===== src/rtl/regfile_multiport.sv =====
// ============================================================================
//  Module      : regfile_multiport
//  Description : Parametrised multi-read-port register file with optional
//                write-to-read bypass, hardwired-zero entry 0 and a hardware
//                clear sequencer that zeroes every entry after reset/request.
//  Revision    : 1.0  initial release
// ============================================================================
`default_nettype none

module regfile_multiport #(
    parameter int DATA_W   = 32,
    parameter int ADDR_W   = 5,
    parameter int NUM_RD   = 2,
    parameter int BYPASS   = 1,
    parameter int ZERO_REG = 1
) (
    input  logic                     clk,
    input  logic                     rst,
    input  logic                     we,
    input  logic [ADDR_W-1:0]        wa,
    input  logic [DATA_W-1:0]        wd,
    input  logic [NUM_RD*ADDR_W-1:0] ra,
    output logic [NUM_RD*DATA_W-1:0] rd,
    input  logic                     clr_req,
    output logic                     busy
);

    localparam int C_DEPTH = 1 << ADDR_W;
    localparam logic [ADDR_W-1:0] C_LAST_PTR = ADDR_W'(C_DEPTH - 1);

    typedef enum logic [0:0] {
        ST_IDLE  = 1'b0,
        ST_CLEAR = 1'b1
    } state_t;

    state_t              r_state_q;
    state_t              w_state_d;
    logic [ADDR_W-1:0]   r_clr_ptr_q;
    logic [ADDR_W-1:0]   w_clr_ptr_d;
    logic [DATA_W-1:0]   r_mem_q [C_DEPTH];

    logic                w_mem_we;
    logic [ADDR_W-1:0]   w_mem_wa;
    logic [DATA_W-1:0]   w_mem_wd;
    logic                w_user_we;

    always_comb begin
        w_state_d   = r_state_q;
        w_clr_ptr_d = r_clr_ptr_q;
        w_mem_we    = 1'b0;
        w_mem_wa    = wa;
        w_mem_wd    = wd;
        w_user_we   = we && (r_state_q == ST_IDLE);

        if (rst) begin
            w_state_d   = ST_CLEAR;
            w_clr_ptr_d = '0;
        end else begin
            case (r_state_q)
                ST_IDLE: begin
                    // A write in the same cycle as clr_req lands before the clear begins.
                    w_mem_we = we && !((ZERO_REG != 0) && (wa == '0));
                    if (clr_req) begin
                        w_state_d   = ST_CLEAR;
                        w_clr_ptr_d = '0;
                    end
                end
                ST_CLEAR: begin
                    w_mem_we    = 1'b1;
                    w_mem_wa    = r_clr_ptr_q;
                    w_mem_wd    = '0;
                    w_clr_ptr_d = r_clr_ptr_q + 1'b1;
                    if (r_clr_ptr_q == C_LAST_PTR) begin
                        w_state_d = ST_IDLE;
                    end
                end
                default: begin
                    w_state_d = ST_IDLE;
                end
            endcase
        end
    end

    always_ff @(posedge clk) begin
        if (rst) begin
            r_state_q   <= ST_CLEAR;
            r_clr_ptr_q <= '0;
        end else begin
            r_state_q   <= w_state_d;
            r_clr_ptr_q <= w_clr_ptr_d;
        end
    end

    always_ff @(posedge clk) begin
        if (w_mem_we) begin
            r_mem_q[w_mem_wa] <= w_mem_wd;
        end
    end

    assign busy = (r_state_q == ST_CLEAR);

    for (genvar gi = 0; gi < NUM_RD; gi++) begin : g_rd
        logic [ADDR_W-1:0] w_ra;
        logic [DATA_W-1:0] w_rd;

        assign w_ra = ra[gi*ADDR_W +: ADDR_W];

        always_comb begin
            w_rd = r_mem_q[w_ra];
            if (r_state_q != ST_IDLE) begin
                w_rd = '0;
            end else if ((ZERO_REG != 0) && (w_ra == '0)) begin
                w_rd = '0;
            end else if ((BYPASS != 0) && w_user_we && (w_ra == wa)) begin
                w_rd = wd;
            end
        end

        assign rd[gi*DATA_W +: DATA_W] = w_rd;
    end

endmodule

`default_nettype wire


===== config.mk =====
export PLATFORM = sky130hd
export DESIGN_NAME = regfile_multiport
export DESIGN_NICKNAME = d
export VERILOG_FILES = /design/src/rtl/regfile_multiport.sv
export SDC_FILE = /design/constraint.sdc
export NUM_CORES = 1
export LEC_CHECK = 0
export BUFFER_PORTS_ARGS = -buffer_cell sky130_fd_sc_hd__clkbuf_2
export CELL_PAD_IN_SITES_DETAIL_PLACEMENT = 2
export CELL_PAD_IN_SITES_GLOBAL_PLACEMENT = 2
export CORE_MARGIN = 4
export CORE_UTILIZATION = 25
export DETAILED_ROUTE_END_ITERATION = 6
export PLACE_DENSITY_LB_ADDON = 0.1
export SKIP_CTS_REPAIR_TIMING = 1
export SYNTH_ARGS = -nofsm -noshare
export SYNTH_HDL_FRONTEND = slang
export SYNTH_SLANG_ARGS = --single-unit

===== constraint.sdc =====
create_clock -name clk -period 9 [get_ports clk]
set_input_delay 0.45 -clock clk [delete_from_list [all_inputs] [get_ports clk]]
set_output_delay 0.45 -clock clk [all_outputs]
set_load 0.1 [all_outputs]

; ---- Yosys cells after proc, flatten, opt, wreduce, memory -nomap -nowiden
; Memories as Yosys holds them, arrays and structs flattened.
; Cells that the tools add are included.
[word_totals]
regBits = 6
mem_bits_rw = 1024
input_bits = 51
out_inout_bits = 65
elab_cells = 36
n_memories = 1
[memory_table]
columns = name, words, width, read_ports, rd_clocked_by_memory_dff, write_ports, line_no
row1 = r_mem_q, 32, 32, 2, 0, 1, 40  ; logic [DATA_W-1:0] r_mem_q [C_DEPTH];
[op_classes]
add_sub_neg = 1
eq_ne = 4
muxes = 19
n_bitwise = 1
reduce_logical = 8
[ops]
columns = operator, count
row1 = 32-bit 2-to-1 mux, 8
row2 = 5-bit logical NOT, 3
row3 = 5-bit 2-to-1 mux, 3
row4 = 5-bit equality test, 2
row5 = 5-bit case mux with 2 select lines, 1
row6 = 5-bit by 1-bit adder with 5-bit output (second input constant), 1
row7 = 5-bit equality test (second input constant), 1
row8 = 1-bit 2-to-1 mux, 5
row9 = 1-bit logical AND, 4
row10 = 1-bit case mux with 2 select lines, 2
row11 = 2-bit != test (second input constant), 1
row12 = 1-bit logical NOT, 1
row13 = 1-bit inverter, 1

; ---- Depth between registers and ports, before layout
; Gate-level depths: netlist of the first run.
[logic_depth]
ltp_word = 7
mapped_depth = 9
depth_no_buf = 5

; ---- Worst setup path before layout of the first run
; OpenSTA, ideal clock, no wires.
[synth_timing]
path_kind = flip-flop to flip-flop
start = register r_state_q (netlist: busy)
end = memory r_mem_q[16][0], enable pin
setup_time_ns = 0.425
arrival_time_ns = 3.399
required_ns = 8.575
slack_ns = 5.176
stages_incl_launch_ff = 6
path_buffers = 1
synth_period_minus_slack_ns = 3.824
cell_sequence = dfxtp_1 nand2b_1 buf_1 o31ai_1 nand3_1 nor2b_1
[synth_via]
elab_chain_len = 5
elab_cells_between_ends = 7
classes_between = mux: 6 / bitwise: 1
[synth_lines]
columns = item, line_no
row1 = "start, declared", 36  ; state_t r_state_q;
row2 = "start signal, assigned", 89  ; r_state_q <= w_state_d;
row3 = 1-bit inverter, -
row4 = 1-bit case mux with 2 select lines, 59  ; case (r_state_q)
row5 = 1-bit 2-to-1 mux, 55  ; if (rst) begin
row6 = 1-bit 2-to-1 mux, 95  ; if (w_mem_we) begin
row7 = 1-bit 2-to-1 mux (implied by the code), 96  ; r_mem_q[w_mem_wa] <= w_mem_wd;
row8 = "end, declared", 40
; Several ways; a longest one is shown, not always the timed one.

; ---- Final worst setup path of the first run
[layout_timing]
start = register r_state_q (netlist: busy)
end = output port rd[53]
[layout_via]
elab_chain_len = 6
[layout_lines]
columns = item, line_no
row1 = 1-bit inverter, -
row2 = 1-bit logical AND, 53  ; w_user_we = we && (r_state_q == ST_IDLE);
row3 = 1-bit logical AND, 114  ; end else if ((BYPASS != 0) && w_user_we && (w_ra == wa)) begin
row4 = 32-bit 2-to-1 mux, 114
row5 = 32-bit 2-to-1 mux, 112  ; end else if ((ZERO_REG != 0) && (w_ra == '0)) begin
row6 = 32-bit 2-to-1 mux (*), 110  ; if (r_state_q != ST_IDLE) begin
row7 = "end, declared", 23  ; output logic [NUM_RD*DATA_W-1:0] rd,
; Mark *: on every way between the ends. The rest lies on a longest branch, timed or not.

==> metrics, run 1 <==
status completed; worst skew pair latency roughly 760 ps; most frequent cells in the layout edfxtp_1, mux4_2, mux2i_1; kind of critical path register to primary output; Fmax achieved between 150 and 200 MHz; area delta synth->final 16.3%; DP HPWL approximately 110000 µm; clock slew at reported path FFs 60 ps; vias per cell 5.30; via count 28482; EDFF count, synth 1024; critical-path maximum fanout 32; Final WS setup 3930 ps; skew final 16.9 ps; pwr/cell area between 200 and 250 mW/mm²; top cell type by total area after synthesis edfxtp_1; die width ~450 µm; DRT Pass-1 Iters 5; CTS sink count 1030; Syn Nets 2684; Overflow after GRT 0; Startpoint Class register; vias in the first global route 32039; Initial DRC Count 2311; dpl ws 3920 ps; commonest non-fill, non-tap cell in the layout edfxtp_1; share of flip-flops with an asynchronous set or reset 0%; Mapped Avg Cell Area 18.4 µm²; first-pass GRT wire length approximately 270000 µm; Core Region around 0.19 mm²; Num CTS Buffers 130; Worst setup EP type primary output; Req. time, crit path 8550 ps; DR DRC count 0; Final Hold Fails 0; net switching power figure about 0.0027 W; Ys Warns 0; Yosys top cell area share 63.5%; Yosys reg bits 1030; DIE AREA 0.201 mm²; cell-internal power 0.00871 W; Clock Power Share 45.6%; share of layout cells above drive strength 1 31.0%; crit path DAT 4620 ps; Initial Utilization roughly 25%; switching portion of total power 23.8%; post-route minimum period 5070 ps; Sum Neg Setup Slack 0 ps; H-tree levels 4; initial antenna violation count 6; Worst Hold Class input port to register; root buf cell clkbuf_16; Primary FF master, synth edfxtp_1; CTS tree done; synthesized cell area 0.0485 mm²; Final #Nets 2795; row count between 150 and 200; Min Hold Slack 88.3 ps; Die Span Y 448 µm; Sequential cell area 0.0309 mm²; number of unique standard cell types used by synthesis 45; I/O Pins 116; post-route ant nets 0; Gate power share around 7.7%; Area after DPL 0.0522 mm²; synth top area cells edfxtp_1, mux4_2, mux2i_1; RSZ-0062 raised after global routing false; Mapped Cells 2631; Filler cells slightly below 20000; period utilization 56.3%; ANT cells 0; Final Max Slew Viols 0; gp weighted congestion 0.744; Seq pwr share 46.7%; Clock Tree Buf Depth 3; relative slew slack 4.28%; largest net degree at the start of global routing 101; Tot GR Track Use 19.2%; max-cap violations 0; wire per inst 36.2 µm; final setup fails 0; I/O Buffers 115; drt total wl just under 200000 µm; leakage 17.9 nW; Seq/Total Area, Yosys 63.7%; post-route cell area 0.0564 mm²; VDD IR max 0.163 mV; Multi-input gate area 0.0168 mm²; slew at the pin with the worst max-slew slack 1440 ps
cell usage after synthesis, types with 3 or more instances:
cell / instances
o21bai_1: 8
inv_1: 4
a31oi_1: 4
o311a_1: 8
mux2i_1: 186
mux4_2: 439
a211oi_1: 76
nor4_1: 4
o21ai_0: 59
nand2_1: 47
a221o_1: 32
nand3b_1: 3
clkbuf_1: 90
nor2b_1: 48
o221ai_1: 19
a22o_1: 16
or2_2: 3
mux2_2: 9
xor2_1: 8
buf_6: 11
a21oi_1: 42
nor3b_1: 5
o21a_1: 23
and2_1: 33
buf_2: 82
edfxtp_1: 1024
and3_1: 3
nand2b_1: 14
buf_4: 20
a22oi_1: 64
buf_1: 16
nor3_1: 31
o22ai_1: 87
nor2_1: 93
dfxtp_1: 6
per-layer routing:
layer	vias up	GRT usage [%]	routed length, µm
met1	16087	25.1	84400
met2	662	33.6	99000
met5	-	0	0
met3	243	2.67	6800
li1	11490	-	-
met4	0	4.95	4480
power by group through the flow:
| stage | Combinational, W | Clock [W] | Sequential (W) |
|---|---|---|---|
| after floorplan | 0.000550 | 0 | 0.00543 |
| after global placement | 0.000887 | 0 | 0.00544 |
| after detailed placement | 0.000900 | 0 | 0.00544 |
| after CTS | 0.000902 | 0.00538 | 0.00534 |
| after global routing | 0.000937 | 0.00556 | 0.00534 |
| final | 0.000881 | 0.00521 | 0.00534 |
sequential cells by signal (all words and copies together), names as in the netlist:
signal,flops
r_clr_ptr_q,5
r_mem_q,1024
busy,1
cell type report:
class	count	area share, %
sequential	1030	54.8
multi-input combinational	1378	29.8
clock buffer	155	6.01
tap	2526	5.61
timing repair buffer	198	2.37
clock inverter	81	1.39
inverter	4	0.0266
kinds of logic after synthesis:
kind of cell / synth area share [%]
compound gates: 6.38
xor+xnor: 0.181
fa+ha+maj: 0.0516
buf+inv: 2.26
flops: 63.7
mux: 24.5
simple gates: 2.97
stage by stage:
stage	std cells	total power (W)	utilization (%)
floorplan	2631	0.00598	-
global placement	5134	0.00632	27.1
detailed placement	5135	0.00634	27.1
CTS	5371	0.0116	29.3
global route	5372	0.0118	29.3
finish	5372	0.0114	29.3
worst paths after layout:
| kind | from | endpoint | slack [ps] | cells after the start |
|---|---|---|---|---|
| worst max register to register | busy$_SDFF_PP1_ | r_mem_q[22][17]$_DFFE_PP_ | 4480 | 6 |
| worst min-delay path | clr_req | r_clr_ptr_q[4]$_SDFFE_PP0P_ | 90 | 4 |
| worst min register to register | r_clr_ptr_q[2]$_SDFFE_PP0P_ | r_clr_ptr_q[2]$_SDFFE_PP0P_ | 600 | 2 |
| worst max-delay path | busy$_SDFF_PP1_ | rd[53] | 3930 | 6 |
critical path: stages, from the launching register on:
cell,delay [ps]
dfxtp_1,830
inv_1,330
and3_1,300
a211o_4,630
a211oi_1,770
a221o_1,360
clkbuf_2,510
No activity file was read; power rests on OpenSTA's default activity.
==> inputs of run 2 (changes only) <==
ABC_AREA = 1   (was unset)
clock period = 5.2 ns   (was 9 ns; I/O delays follow)
==> run 2 against run 1 <==
Compared with the run above: clock power increased by 85%; critical path depth increased by 6; register-to-register slack got worse by 2700 ps; first-iteration DRC count is 55% higher; worst setup slack got worse by 2400 ps; sequential power rose by 73%; count of clock-buffer cells in the layout increased by 15; core utilization increased by 0.072 points; routed wire length grew 53%; via count grew 77%; worst hold slack worse by 26 ps; largest cell class unchanged.
==> metrics, run 2 <==
DRT Pass-1 Iters 5 (unchanged); Final Max Slew Viols 0 (unchanged); leakage 28.7 nW (was 17.9 nW); synth top area cells edfxtp_1, nand2_1, nand3_1 (was edfxtp_1, mux4_2, mux2i_1); share of flip-flops with an asynchronous set or reset 0% (unchanged); Min-Delay Path Depth 3 (was 4); top cell type by total area after synthesis edfxtp_1 (unchanged); kind of critical path input port to primary output (was register to primary output); Fmax achieved 276 MHz; DR DRC count 0 (unchanged); post-route ant nets 0 (unchanged); Primary FF master, synth edfxtp_1 (unchanged); synthesized cell area 0.0565 mm² (was 0.0485 mm²); Ys Warns 0 (unchanged); initial antenna violation count 10 (was 6); slew at the pin with the worst max-slew slack 1150 ps (was 1440 ps); Worst setup EP type primary output (unchanged); I/O Buffers 115 (unchanged); skew final 33.6 ps (was 16.9 ps); DIE AREA 0.234 mm² (was 0.201 mm²); Sum Neg Setup Slack 0 ps (unchanged); root buf cell clkbuf_16 (unchanged); Seq/Total Area, Yosys 54.7% (was 63.7%); worst skew pair latency 800 ps (was 760 ps); drt total wl 297000 µm (was 195000 µm); largest net degree at the start of global routing 145 (was 101); CTS tree done (unchanged); DP HPWL 168000 µm (was 110000 µm); pwr/cell area 323 mW/mm² (was 203 mW/mm²); Req. time, crit path 4940 ps (was 8550 ps); clock slew at reported path FFs 60 ps (about the same); max reg flops 1024 (unchanged); Yosys reg bits 1030 (unchanged); vias in the first global route 54754 (was 32039); vias per cell 5.01 (was 5.30); Mapped Avg Cell Area 8.07 µm² (was 18.4 µm²); VDD IR max 0.339 mV (was 0.163 mV); Final Hold Fails 0 (unchanged); final setup fails 0 (unchanged); Num CTS Buffers 136 (was 130); crit path DAT 3360 ps (was 4620 ps); Yosys top cell area share 54.4% (was 63.5%); Largest Register r_mem_q (unchanged); Initial Utilization 25.1% (was 25.2%); wire per inst 29.5 µm (was 36.2 µm); Final #Nets 7010 (was 2795); max-cap violations 0 (unchanged); H-tree levels 4 (unchanged); post-route cell area 0.0660 mm² (was 0.0564 mm²); area delta synth->final 16.8% (was 16.3%); number of unique standard cell types used by synthesis 32 (was 45); Worst Hold Class input port to register (unchanged); post-route minimum period 3620 ps; Core Region 0.225 mm² (was 0.193 mm²); Die Span Y 483 µm (was 448 µm); Area after DPL 0.0615 mm² (was 0.0522 mm²); EDFF count, synth 1024 (unchanged); Initial DRC Count 3585 (was 2311); CTS sink count 1030 (unchanged); Tot GR Track Use 24.9% (was 19.2%); Overflow after GRT 0 (unchanged); share of layout cells above drive strength 1 7.95% (was 31.0%); die width 483 µm (was 448 µm); Syn Nets 7049 (was 2684); gp weighted congestion 0.783 (was 0.744); relative slew slack 23.4% (was 4.28%); Clock Tree Buf Depth 3 (unchanged); Startpoint Class input port (was register); row count 174 (was 161); most frequent cells in the layout nand2_1, nand3_1, edfxtp_1 (was edfxtp_1, mux4_2, mux2i_1); Reg2Reg Depth 9 (was 6); top post-synthesis cells by count nand2_1, nand3_1, inv_1 (was edfxtp_1, mux4_2, mux2i_1); most frequent cell after synthesis nand2_1 (was edfxtp_1); RSZ-0062 raised after global routing false (unchanged); period utilization 69.7%; commonest non-fill, non-tap cell in the layout nand2_1 (was edfxtp_1); first-pass GRT wire length 420000 µm (was 269000 µm); I/O Pins 116 (unchanged); via count 50346 (was 28482); status completed (unchanged); Mapped Cells 6996 (was 2631); critical-path maximum fanout 92 (was 32)
[run 2: cell types whose count changed in the layout (fill, tap and decap cells not counted), moves of 58 or more]
| cell | previous run | this run |
|---|---|---|
| clkbuf_2 | 108 | 44 |
| nand3_1 | 2 | 1565 |
| mux4_2 | 439 | 0 |
| nand2_1 | 46 | 2446 |
| mux2i_1 | 186 | 0 |
| buf_12 | 6 | 93 |
| o211ai_1 | 0 | 80 |
| buf_4 | 77 | 135 |
| inv_1 | 4 | 1022 |
| o22ai_1 | 87 | 4 |
| a22oi_1 | 64 | 0 |
| a211oi_1 | 76 | 1 |
[run 2: area by class of cell]
cell class,instances,area (µm²)
antenna,1,2.50
clock buffer,170,3700
clock inverter,77,727
fill,25473,159000
inverter,1037,3950
multi-input combinational,4470,19800
sequential,1030,30900
tap,2992,3740
timing repair buffer,282,3220
[run 2: report_power, final]
group          switching, W  total (W)  internal (W)
sequential        0.0000259    0.00925       0.00922
combinational       0.00187    0.00240      0.000533
clock               0.00397    0.00965       0.00568
[run 2: worst paths after layout]
kind	start	to	slack, ps
worst max-delay path	ra[1]	rd[26]	1580
worst min-delay path	wd[3]	r_mem_q[28][3]$_DFFE_PP_	60
worst max register to register	busy$_SDFF_PP1_	r_mem_q[12][27]$_DFFE_PP_	1820
worst min register to register	r_clr_ptr_q[0]$_SDFFE_PP0P_	r_clr_ptr_q[0]$_SDFFE_PP0P_	570
[run 2: through the flow]
step                      instances  setup slack, ps  total power (W)  utilization [%]  hold WS, ps
final                         10059             1580           0.0213             29.3         62.4
after global routing          10059             1460           0.0220             29.3         57.7
after CTS                     10054             1530           0.0216             29.3         -272
after detailed placement       9807             1570           0.0118             27.4          556
after global placement         9807             1540           0.0118             27.4          545
after floorplan                6996             1480           0.0107                -          338
[run 2: critical path, stage by stage]
cell and delay (ps):
buf_8 190, inv_8 630, buf_4 480, nand3_1 130
nand2_1 70, nand2_1 50, nand3_1 140, nand3_1 250
nand3_1 400, nand2_1 140, inv_1 120, buf_12 180
[run 2: metal layers]
metal	vias up	share of wire, %	GRT usage [%]
li1	22586	-	-
met5	-	0	0
met3	300	2.8	2.26
met2	857	50	43.9
met4	0	2.3	5.87
met1	26603	45	32.9
[run 2: cells by family after synthesis]
group | Yosys count | share of synthesized area, %
fa+ha+maj | 2 | 0.0443
xor+xnor | 3 | 0.0465
compound gates | 263 | 2.75
simple gates | 4202 | 31.5
buf+inv | 1496 | 11.0
flops | 1030 | 54.7
==> inputs of run 3 (changes only) <==
clock period = 3.31 ns   (was 5.2 ns; I/O delays follow)
==> run 3 against run 2 <==
Compared with the run above: the run now ends with negative hold slack left; clock power increased by 63%; sequential share of layout area decreased by 0.84 points; first-iteration DRC count decreased by 6.4%; via count increased by 0.21%; worst hold slack got worse by 70 ps; cell count increased by 0.51%; largest cell class unchanged; largest power group unchanged; highest routed layer is now met5.
==> metrics, run 3 (synthesized netlist as in run 2, its figures left out) <==
status complete, but fails checks (was completed); final setup fails 0 (unchanged); Final Util 29.9% (was 29.3%); dpl ws 518 ps (was 1570 ps); initial antenna violation count 4 (was 10); gp weighted congestion 0.773 (was 0.783); Sequential cell area 0.0309 mm² (unchanged); VDD IR max 0.536 mV (was 0.339 mV); die width 483 µm (unchanged); critical-path maximum fanout 31 (was 92); Final Hold Fails 3 (was 0); worst skew pair latency 800 ps (about the same); Req. time, crit path 3140 ps (was 4940 ps); Overflow after GRT 0 (unchanged); skew final 20.6 ps (was 33.6 ps); clock slew at reported path FFs 60 ps (about the same); RSZ-0062 raised after global routing false (unchanged); Startpoint Class register (was input port); vias in the first global route 54543 (was 54754); Num CTS Buffers 139 (was 136); share of layout cells above drive strength 1 8.67% (was 7.95%); kind of critical path register to primary output (was input port to primary output); vias per cell 4.99 (was 5.01); area delta synth->final 19.0% (was 16.8%); Tot GR Track Use 24.5% (was 24.9%); Core Region 0.225 mm² (unchanged); DP HPWL 170000 µm (was 168000 µm); Initial DRC Count 3356 (was 3585); Multi-input gate area 0.0198 mm² (about the same); Final #Nets 7067 (was 7010); post-route minimum period 3110 ps; Largest Register r_mem_q (unchanged); Initial Utilization 25.1% (unchanged); relative slew slack 28.9% (was 23.4%); CTS sink count 1030 (unchanged); most frequent cells in the layout nand2_1, nand3_1, edfxtp_1 (unchanged); Min Hold Slack -8.09 ps (was 62.4 ps); commonest non-fill, non-tap cell in the layout nand2_1 (unchanged); Worst setup EP type primary output (unchanged); I/O Buffers 115 (unchanged); first-pass GRT wire length 415000 µm (was 420000 µm); root buf cell clkbuf_16 (unchanged); row count 174 (unchanged); failing checks negative hold slack; slew at the pin with the worst max-slew slack 1060 ps (was 1150 ps); crit-path most repeated cell nand2_1 (was nand3_1); Fmax achieved between 300 and 400 MHz; Final WS setup 197 ps (was 1580 ps); DIE AREA 0.234 mm² (unchanged); I/O Pins 116 (unchanged); Filler cells 25391 (was 25473); largest net degree at the start of global routing 126 (was 145); Worst Hold Class input port to register (unchanged); CTS tree done (unchanged); wire per inst 28.9 µm (was 29.5 µm); drt total wl 292000 µm (was 297000 µm); Sum Neg Setup Slack 0 ps (unchanged); CP cell instances inv_4, nand2_1, nor3_2, nand3_4, buf_4, nand3_1, nand2_1, inv_1, buf_12 (was buf_8, inv_8, buf_4, nand3_1, nand2_1, nand2_1, nand3_1, nand3_1, nand3_1, nand2_1, inv_1, buf_12); via count 50452 (was 50346); Critical Path Max Stage Delay 380 ps (was 630 ps); pwr/cell area 507 mW/mm² (was 323 mW/mm²); Die Span Y 483 µm (unchanged); Clock Tree Buf Depth 3 (unchanged); worst path bufs/invs 4 (was 5); post-route ant nets 0 (unchanged); crit path DAT 2950 ps (was 3360 ps); leakage 29.2 nW (was 28.7 nW); DRT Pass-1 Iters 5 (unchanged); period utilization a little over nine tenths; H-tree levels 4 (unchanged); max reg flops 1024 (unchanged); cell family with most CP delay simple AND/OR/NAND/NOR gates (was buffers and inverters); DR DRC count 0 (unchanged); Final Max Slew Viols 0 (unchanged); max-cap violations 0 (unchanged); Crit-path slowest cell dfxtp_1 (was inv_8)
==> run 3: cell count changes in the layout (fill, tap and decap cells not counted), sizes merged <==
cell / before / now
inv: 1041 / 1043
dlygate4sd3: 4 / 8
buf: 232 / 285
bufinv: 13 / 18
clkbuf: 216 / 215
clkinv: 60 / 46
clkinvlp: 0 / 2
==> run 3: report_power, final <==
| group | internal [W] | switching (W) | total, W |
|---|---|---|---|
| combinational | 0.000924 | 0.00297 | 0.00389 |
| sequential | 0.0145 | 0.0000362 | 0.0145 |
| clock | 0.00940 | 0.00626 | 0.0157 |
==> run 3: worst paths after layout <==
check                                                 start                           to  slack (ps)  cells after the start
worst max register to register              busy$_SDFF_PP1_     r_mem_q[6][12]$_DFFE_PP_         530                      8
worst min-delay path                                 wd[11]    r_mem_q[29][11]$_DFFE_PP_          -8                      3
worst max-delay path                        busy$_SDFF_PP1_                       rd[62]         200                      9
worst min register to register  r_clr_ptr_q[1]$_SDFFE_PP0P_  r_clr_ptr_q[1]$_SDFFE_PP0P_         610                      1
==> run 3: layer usage <==
metal	part of all wire [%]	wire length (µm)	vias up	global-route usage [%]
met5	0.0038	11	-	0
met2	49	142000	792	42.4
li1	-	-	22712	-
met3	3.0	8750	269	2.53
met4	2.2	6520	2	5.89
met1	46	135000	26677	32.7
==> run 3: cell type report <==
class,count,share of cell area [%]
antenna,1,0.00372
clock buffer,172,5.58
clock inverter,72,1.23
inverter,1037,5.88
multi-input combinational,4470,29.5
sequential,1030,45.9
tap,2992,5.57
timing repair buffer,336,6.32
==> run 3: per-stage QoR <==
step / power [W] / area (µm²) / std cells
4_1_cts: 0.0345 / 67100 / 10101
3_5_place_dp: 0.0187 / 62500 / 9857
3_3_place_gp: 0.0187 / 62500 / 9857
6_report: 0.0341 / 67200 / 10110
5_1_grt: 0.0352 / 67200 / 10110
2_1_floorplan: 0.0168 / 56500 / 6996
==> run 3: tightest hold or removal path: stages <==
cell and delay, ps:
clkbuf_2 110, inv_1 110, nor2_4 160
